<file path="config.mk">
export PLATFORM = sky130hd
export DESIGN_NAME = sim_reset_sequencer
export DESIGN_NICKNAME = d
export VERILOG_FILES = /design/src/rtl/sim_reset_sequencer.sv
export SDC_FILE = /design/constraint.sdc
export NUM_CORES = 1
export LEC_CHECK = 0
export ABC_AREA = 1
export CORE_MARGIN = 2
export CORE_UTILIZATION = 63
export DETAILED_ROUTE_END_ITERATION = 6
export GPL_TIMING_DRIVEN = 0
export PLACE_DENSITY = 0.85
export SLEW_MARGIN = 15
export SYNTH_ARGS = -nofsm -noshare
export SYNTH_HDL_FRONTEND = slang
export SYNTH_SLANG_ARGS = --single-unit
</file>
<file path="constraint.sdc">
create_clock -name clk -period 2.57 [get_ports clk]
set_input_delay 0.3855 -clock clk [delete_from_list [all_inputs] [get_ports clk]]
set_output_delay 0.3855 -clock clk [all_outputs]
set_load 0.01 [all_outputs]
</file>
<file path="src/rtl/sim_reset_sequencer.sv">
// Staged multi-domain reset sequencer: releases NUM_DOM reset domains in order,
// each gated by the previous domain's ready plus a gap, with a per-stage timeout watchdog.
module sim_reset_sequencer #(
    parameter int NUM_DOM     = 3,
    parameter int HOLD_CYCLES = 10,
    parameter int STAGE_GAP   = 4,
    parameter int TIMEOUT     = 65535,
    parameter int IDX_W       = (NUM_DOM > 1) ? $clog2(NUM_DOM) : 1
) (
    input  logic               clk,
    input  logic               i_rst,
    input  logic               i_retrigger,
    input  logic [NUM_DOM-1:0] i_ready,
    output logic [NUM_DOM-1:0] o_rst,
    output logic [NUM_DOM-1:0] o_rst_n,
    output logic               o_all_ready,
    output logic               o_timeout,
    output logic [IDX_W-1:0]   o_fail_idx
);

    localparam logic [2:0] ST_HOLD  = 3'd0;
    localparam logic [2:0] ST_WAIT  = 3'd1;
    localparam logic [2:0] ST_GAP   = 3'd2;
    localparam logic [2:0] ST_DONE  = 3'd3;
    localparam logic [2:0] ST_FAULT = 3'd4;

    localparam int HOLD_EFF = (HOLD_CYCLES < 1) ? 1 : HOLD_CYCLES;
    localparam int MAX_HG   = (HOLD_EFF > STAGE_GAP) ? HOLD_EFF : STAGE_GAP;
    localparam int CNT_MAX  = (MAX_HG > TIMEOUT) ? MAX_HG : TIMEOUT;
    localparam int CNT_W    = (CNT_MAX > 1) ? $clog2(CNT_MAX + 1) : 1;

    localparam logic [CNT_W-1:0] HOLD_LAST = CNT_W'(HOLD_EFF - 1);
    localparam logic [CNT_W-1:0] GAP_LAST  = CNT_W'(STAGE_GAP);
    localparam logic [CNT_W-1:0] TO_LAST   = CNT_W'(TIMEOUT - 1);
    localparam logic [IDX_W-1:0] IDX_LAST  = IDX_W'(NUM_DOM - 1);

    logic [2:0]         state_q, state_d;
    logic [CNT_W-1:0]   cnt_q, cnt_d;
    logic [IDX_W-1:0]   idx_q, idx_d;
    logic [NUM_DOM-1:0] rst_q, rst_d;
    logic               all_rdy_q, all_rdy_d;
    logic               timeout_q, timeout_d;
    logic [IDX_W-1:0]   fail_idx_q, fail_idx_d;

    logic               ready_cur_s;
    logic [NUM_DOM-1:0] rel_mask_s;
    logic [IDX_W-1:0]   idx_next_s;

    assign idx_next_s = idx_q + IDX_W'(1);

    // Ready bit of the stage being waited on, and the mask that releases the next domain.
    always_comb begin
        ready_cur_s = 1'b0;
        rel_mask_s  = '1;
        for (int k = 0; k < NUM_DOM; k++) begin
            if (idx_q == IDX_W'(k)) begin
                ready_cur_s = i_ready[k];
            end else begin
                ready_cur_s = ready_cur_s;
            end
            if (idx_next_s == IDX_W'(k)) begin
                rel_mask_s[k] = 1'b0;
            end else begin
                rel_mask_s[k] = 1'b1;
            end
        end
    end

    // Sequencer next-state logic.
    always_comb begin
        state_d    = state_q;
        cnt_d      = cnt_q;
        idx_d      = idx_q;
        rst_d      = rst_q;
        all_rdy_d  = all_rdy_q;
        timeout_d  = timeout_q;
        fail_idx_d = fail_idx_q;
        if (i_retrigger) begin
            state_d    = ST_HOLD;
            cnt_d      = '0;
            idx_d      = '0;
            rst_d      = '1;
            all_rdy_d  = 1'b0;
            timeout_d  = 1'b0;
            fail_idx_d = '0;
        end else begin
            case (state_q)
                ST_HOLD: begin
                    if (cnt_q == HOLD_LAST) begin
                        rst_d[0] = 1'b0;
                        cnt_d    = '0;
                        idx_d    = '0;
                        state_d  = ST_WAIT;
                    end else begin
                        cnt_d = cnt_q + CNT_W'(1);
                    end
                end
                ST_WAIT: begin
                    if (ready_cur_s) begin
                        if (idx_q == IDX_LAST) begin
                            state_d   = ST_DONE;
                            all_rdy_d = 1'b1;
                        end else if (STAGE_GAP == 0) begin
                            // Zero gap: release the next domain on the same edge ready is seen.
                            rst_d   = rst_q & rel_mask_s;
                            idx_d   = idx_next_s;
                            cnt_d   = '0;
                            state_d = ST_WAIT;
                        end else begin
                            cnt_d   = '0;
                            state_d = ST_GAP;
                        end
                    end else if (cnt_q == TO_LAST) begin
                        state_d    = ST_FAULT;
                        timeout_d  = 1'b1;
                        fail_idx_d = idx_q;
                    end else begin
                        cnt_d = cnt_q + CNT_W'(1);
                    end
                end
                ST_GAP: begin
                    if (cnt_q == GAP_LAST) begin
                        rst_d   = rst_q & rel_mask_s;
                        idx_d   = idx_next_s;
                        cnt_d   = '0;
                        state_d = ST_WAIT;
                    end else begin
                        cnt_d = cnt_q + CNT_W'(1);
                    end
                end
                ST_DONE: begin
                    all_rdy_d = &i_ready;
                end
                ST_FAULT: begin
                    state_d = ST_FAULT;
                end
                default: begin
                    // Unreachable encoding: fall back to a full, safe restart.
                    state_d    = ST_HOLD;
                    cnt_d      = '0;
                    idx_d      = '0;
                    rst_d      = '1;
                    all_rdy_d  = 1'b0;
                    timeout_d  = 1'b0;
                    fail_idx_d = '0;
                end
            endcase
        end
    end

    // State and output registers; i_rst overrides everything.
    always_ff @(posedge clk) begin
        if (i_rst) begin
            state_q    <= ST_HOLD;
            cnt_q      <= '0;
            idx_q      <= '0;
            rst_q      <= '1;
            all_rdy_q  <= 1'b0;
            timeout_q  <= 1'b0;
            fail_idx_q <= '0;
        end else begin
            state_q    <= state_d;
            cnt_q      <= cnt_d;
            idx_q      <= idx_d;
            rst_q      <= rst_d;
            all_rdy_q  <= all_rdy_d;
            timeout_q  <= timeout_d;
            fail_idx_q <= fail_idx_d;
        end
    end

    assign o_rst       = rst_q;
    assign o_rst_n     = ~rst_q;
    assign o_all_ready = all_rdy_q;
    assign o_timeout   = timeout_q;
    assign o_fail_idx  = fail_idx_q;

endmodule
</file>
==> results of run 1 <==
## cell type report
cell class	count	area, sq um
multi-input combinational	239	1230
fill	272	786
sequential	28	561
inverter	44	165
timing repair buffer	15	150
buffer	5	55.1
tap	44	55.1
clock inverter	1	30.0
clock buffer	3	22.5
## final timing paths
path / slack (ps) / from / end
min reg2reg: 480 / o_rst[2]$_SDFFE_PP1P_ / o_rst[2]$_SDFFE_PP1P_
max: 650 / i_retrigger / o_all_ready$_SDFFE_PP0P_
max reg2reg: 680 / idx_q[0]$_SDFFE_PP0P_ / cnt_q[14]$_SDFFE_PP0P_
min: 480 / o_rst[2]$_SDFFE_PP1P_ / o_rst[2]$_SDFFE_PP1P_
## through the flow
stage | hold WS [ps] | cell area (sq um) | setup WS (ps) | cells | utilization
floorplan | 477 | 2010 | 964 | 316 | -
global placement | 451 | 2210 | 281 | 375 | 0.725
detailed placement | 462 | 2210 | 289 | 375 | 0.725
CTS | 482 | 2270 | 648 | 379 | 0.743
global route | 504 | 2270 | 500 | 379 | 0.743
finish | 478 | 2270 | 646 | 379 | 0.743
## sequential cells by signal, summed over array words and instances, names as in the netlist
signal	flops
state_q	3
cnt_q	16
o_all_ready	1
o_timeout	1
idx_q	2
o_fail_idx	2
o_rst	3
## logic make-up (layout without fill, tap and decap cells)
kind of cell    count (synthesis)  count (layout)  synth area share
simple gates                  212             212             0.502
compound gates                 18              18            0.0536
buf+inv                        49              68             0.110
fa+ha+maj                       9               9            0.0560
flops                          28              28             0.279
## cell usage after synthesis
library cell / number
nand2_1: 91
nor2_4: 4
nor2_1: 44
nand2_4: 1
nand3_1: 37
ha_1: 9
and3b_1: 1
clkinv_1: 1
a21oi_1: 10
nor3_1: 4
nand3_2: 4
o211ai_1: 1
inv_1: 41
nand3b_1: 2
nand2_2: 6
inv_2: 2
dfxtp_1: 28
nor3b_1: 1
nand3_4: 1
buf_2: 1
buf_4: 1
a21boi_0: 1
buf_6: 2
a31oi_1: 1
nor2_2: 11
o21ai_4: 1
nand4_1: 4
nor2_8: 1
buf_12: 1
o21ai_0: 4
## power by group
part | switching [uW] | internal (uW) | total, uW
combinational | 21.8 | 16.6 | 38.4
clock | 132 | 158 | 290
sequential | 2.12 | 436 | 438
## routing by layer
metal | global-route usage | vias to the layer above
met5 | 0 | -
met4 | 0.0745 | 0
met3 | 0.0256 | 7
met2 | 0.460 | 36
met1 | 0.301 | 864
li1 | - | 1029
## critical path: cells and delay by family
kind                   cells  cell delay [ps]
AO/OA/AOI/OAI              1              400
AND/OR/NAND/NOR            2              620
buffers and inverters      2              800
==> qor.txt, run 1 <==
Clock sink count: 28
Worst min-delay path category: reg2reg
Grt ovf: 0
Slew margin rel.: 0.653
CP peak stage delay: 420 ps
Crit path time final: 1920 ps
TritonCTS clock tree: done
Avg WL per Cell: 11.2 um
Sequential area share after synthesis: 0.279
Distinct cells, synth: 30
Worst EP required: 2860 ps
Worst-path maximum fanout: 9
Number of setup buffers added after CTS: 0
Most area-consuming cells after synthesis: dfxtp_1 (28%), nand2_1 (17%), nand3_1 (9.2%)
GP Congestion: 0.922
Std cell rows: 20
Top Metal Used: met4
GRT Total Usage: 0.248
Tcrit/Tclk final: 0.749
Crit. End Element: register
Pins Over Slew Limit: 0
Initial Util: 0.658
Port bufs: 15
Static Leakage: 0.000950 uW
Global-route wire length before repair: 6.90 mm
Die Ht: 60.5 um
CP max-delay cell: nor2_1
Clock Tree Buf Depth: 2
H-tree depth: 1
Layout cells sized above 1: 0.119
Yosys warning total: 0
Kind of critical path: in2reg
PwrDens: 338 nW/um^2
Max Clock Freq: 520 MHz
Root Buffer: clkbuf_4
Register-to-Register Path Depth: 10
Setup TNS: 0 ps
Crit path arrival time: 2210 ps
Final total power: 766 uW
Critical-path cell list: clkdlybuf4s50_1 > nor2_1 > clkinv_1 > a21oi_1 > and3b_1
Hold Crit Depth: 2
RSZ-0062 raised after global routing: no
I/O Pins: 16
DR WL met2: 2.12 mm
Final Net Count: 351
Post-Syn Instances: 316
Hold-fix buffers at CTS: 0
Met3 wire length: 144 um
1st-pass router iterations: 4
Mapped Nets: 331
Leading cell type in the layout, fill and taps excluded: nand2_1
Met1 WL: 1.90 mm
Worst vdd rail ir drop: 0.309 mV
Placeable Area: 3050 sq um
Status: finished clean
Total Routed Length: 4.24 mm
Final antenna-violating net count: 0
Post-DP HPWL: 3.26 mm
Worst setup SP type: input pin
Post-Route Skew: 7.08 ps
Cell taking the most area after synthesis: dfxtp_1
Initial DRC count: 117
Synthesis-to-layout area growth: 12.8%
Largest net degree at the start of global routing: 17
Vias/cell: 5.11
Total number of vias: 1,936
Share of the synthesized area in the top cell type: 0.279
Die Span X: 60.5 um
# setup viols final: 0
DR DRC count: 0
Number of max-cap violations: 0
Ant diodes: 0
Avg Inst Size Synth: 6.36 sq um
DIE AREA: 3660 sq um
TritonCTS buffer count: 3
Synth Cell Area: 2010 sq um
Post-synthesis register bit count: 28
Worst slew pin tran: 518 ps
Commonest cells after routing, fill and taps aside: nand2_1 (91), nor2_1 (44), inv_1 (41)
Antenna violations before repair: 0
Final Hold Viols: 0
Post-cts sizing count: 0
Clock transition at path regs: 150 ps
Clk Latency, worst-skew pair: 330 ps
Number of global-route vias before repair: 1,633
No activity file was read; power rests on OpenSTA's default activity.
==> run 2: changes to the inputs <==
--- a/config.mk
+++ b/config.mk
@@ -7,10 +7,10 @@
 export LEC_CHECK = 0
 export ABC_AREA = 1
 export CORE_MARGIN = 2
-export CORE_UTILIZATION = 63
+export CORE_UTILIZATION = 58
 export DETAILED_ROUTE_END_ITERATION = 6
 export GPL_TIMING_DRIVEN = 0
-export PLACE_DENSITY = 0.85
+export PLACE_DENSITY = 0.79
 export SLEW_MARGIN = 15
 export SYNTH_ARGS = -nofsm -noshare
 export SYNTH_HDL_FRONTEND = slang
==> constraint.sdc (replaced) <==
create_clock -name clk -period 1.9 [get_ports clk]
set_input_delay 0.285 -clock clk [delete_from_list [all_inputs] [get_ports clk]]
set_output_delay 0.285 -clock clk [all_outputs]
set_load 0.01 [all_outputs]
==> run 2 against run 1 <==
Die area increased by 8.0%. Non-clock buffer count is 3 higher. First-iteration DRC count down 6.8%. Worst hold slack lost 5.6 ps. Critical path type is now reg2reg. Clock power increased by 38%. Register-to-register slack got worse by 590 ps. Sequential cell count did not move.
==> qor.txt, run 2 (synthesis results as in run 1) <==
Crit. End Element: register
Slew margin rel.: 0.661 (+0.00738)
Final Hold Viols: 0 (unchanged)
Storage cell area: 564 sq um (+0.67%)
Placeable Area: 3340 sq um (+9.3%)
Leading cell type in the layout, fill and taps excluded: nand2_1
Clock transition at path regs: 150 ps (about the same)
Pins Over Slew Limit: 0 (unchanged)
Total number of vias: 1,960 (+1.2%)
Max reg flops: 16 (unchanged)
H-tree depth: 1 (unchanged)
Most flops, register: cnt_q
Tcrit/Tclk final: 0.951
Clock Tree Buf Depth: 2 (unchanged)
Hold-fix buffers at CTS: 0 (unchanged)
Placed cell area: 2220 sq um (+0.11%)
Kind of critical path: reg2reg
Std cell rows: 21 (+5.0%)
GP Congestion: 0.890 (-3.4%)
CP peak stage delay: 370 ps (-50 ps)
Critical-path cell list: inv_1 > ha_1 > inv_1 > nand2_1 > nand2_1 > nand3_2 > nand2_4 > o21ai_4 > buf_12 > nor2_2
CP max-delay cell: dfxtp_2
1st-pass router iterations: 4 (unchanged)
Root Buffer: clkbuf_4
Final instance area: 2300 sq um (+1.7%)
Worst-path maximum fanout: 10 (+1)
Worst min-delay path category: reg2reg
Commonest cells after routing, fill and taps aside: nand2_1 (91), nor2_1 (43), inv_1 (41)
Worst slew pin tran: 507 ps (-11.0 ps)
Crit path time final: 1810 ps
Avg WL per Cell: 11.4 um (+1.6%)
Final worst-path setup slack: 92.8 ps (-553 ps)
Sw Share: 0.210 (+0.00688)
Port bufs: 15 (unchanged)
Final antenna-violating net count: 0 (unchanged)
Initial Util: 0.602 (-0.0560)
Clock sink count: 28 (unchanged)
Status: finished clean
Antenna violations before repair: 0 (unchanged)
DR DRC count: 0 (unchanged)
Max Clock Freq: 553 MHz
Ant diodes: 0 (unchanged)
Initial DRC count: 109 (-6.8%)
Filler cells: 326 (+20%)
DIE AREA: 3950 sq um (+8.0%)
Clk Latency, worst-skew pair: 340 ps (about the same)
Static Leakage: 0.000965 uW (+1.6%)
Post-Route Skew: 4.59 ps (-2.49 ps)
Comb power frac: 0.052 (+0.002)
Setup TNS: 0 ps (unchanged)
Part of the power in registers: 0.566 (-0.006)
Worst setup SP type: register
# setup viols final: 0 (unchanged)
I/O Pins: 16 (unchanged)
Number of global-route vias before repair: 1,710 (+4.7%)
Largest net degree at the start of global routing: 17 (unchanged)
Number of max-cap violations: 0 (unchanged)
TritonCTS clock tree: done
Place WS: -361 ps (-650 ps)
Worst vdd rail ir drop: 0.277 mV (-11%)
Area occupied by multi-input gates: 1230 sq um (+0.51%)
Switching power: 220 uW (+41%)
Cell internal pwr: 827 uW (+36%)
Global-route wire length before repair: 7.23 mm (+4.8%)
Total Routed Length: 4.36 mm (+2.9%)
Worst EP required: 2160 ps (-700 ps)
GRT Total Usage: 0.226 (-0.0213)
Die Span X: 62.9 um (+3.9%)
Crit path arrival time: 2070 ps (-140 ps)
Post-DP HPWL: 3.42 mm (+4.8%)
Die Ht: 62.9 um (+3.9%)
Synthesis-to-layout area growth: 14.7%
Final Net Count: 354 (+0.85%)
TritonCTS buffer count: 3 (unchanged)
Clock Power Share: 0.382 (+0.004)
Grt ovf: 0 (unchanged)
PwrDens: 455 nW/um^2 (+35%)
Layout cells sized above 1: 0.142 (+0.0226)
Vias/cell: 5.10 (about the same)
[run 2: cell types whose count changed in the layout (fill, tap and decap cells not counted), sizes merged]
cell  before  now
buf        5    8
[run 2: what timing repair did]
item	4_1_cts	5_1_grt
buffers inserted	0	3
setup endpoints to repair	1	16
endpoints found under the hold margin	0	0
gates cloned	0	0
gates resized for setup	1	6
pin swaps	0	2
[run 2: critical path, delay by kind of cell, from the launching register on]
kind	cells	cell delay, ps
adder cells (fa/ha/maj)	1	250
buffers and inverters	3	420
flip-flops	1	370
AND/OR/NAND/NOR	5	450
AO/OA/AOI/OAI	1	240
[run 2: through the flow]
step	std cells	hold WS [ps]	utilization	power, uW
after floorplan	316	477	-	637
after CTS	381	475	0.681	1050
after global placement	377	455	0.664	657
after detailed placement	377	454	0.664	658
after global routing	384	495	0.691	1080
final	384	473	0.691	1050
[run 2: power groups by stage]
| stage | sequential, uW | combinational (uW) | clock, uW |
|---|---|---|---|
| after global placement | 605 | 51.9 | 0 |
| after global routing | 593 | 59.9 | 426 |
| after floorplan | 604 | 33.1 | 0 |
| final | 592 | 54.9 | 400 |
| after detailed placement | 605 | 52.8 | 0 |
| after CTS | 592 | 53.5 | 406 |
[run 2: layout make-up]
class                      instances  area share
clock buffer                       3     0.00977
clock inverter                     1      0.0130
buffer                             5      0.0250
timing repair buffer              18      0.0749
tap                               46      0.0250
sequential                        28       0.245
multi-input combinational        239       0.536
inverter                          44      0.0717
[run 2: routing by layer]
layer,global-route usage,vias to the layer above,part of all wire
met5,0,-,0
met2,0.441,25,0.52
met1,0.253,901,0.44
met3,0.0306,5,0.025
li1,-,1029,-
met4,0.0583,0,0.011
[run 2: worst paths after layout]
check / start / endpoint / slack, ps / cells after the start
worst min register to register: o_fail_idx[0]$_SDFFE_PP0P_ / o_fail_idx[0]$_SDFFE_PP0P_ / 470 / 2
worst max register to register: idx_q[0]$_SDFFE_PP0P_ / cnt_q[1]$_SDFFE_PP0P_ / 90 / 10
worst max-delay path: idx_q[0]$_SDFFE_PP0P_ / cnt_q[1]$_SDFFE_PP0P_ / 90 / 10
worst min-delay path: o_fail_idx[0]$_SDFFE_PP0P_ / o_fail_idx[0]$_SDFFE_PP0P_ / 470 / 2
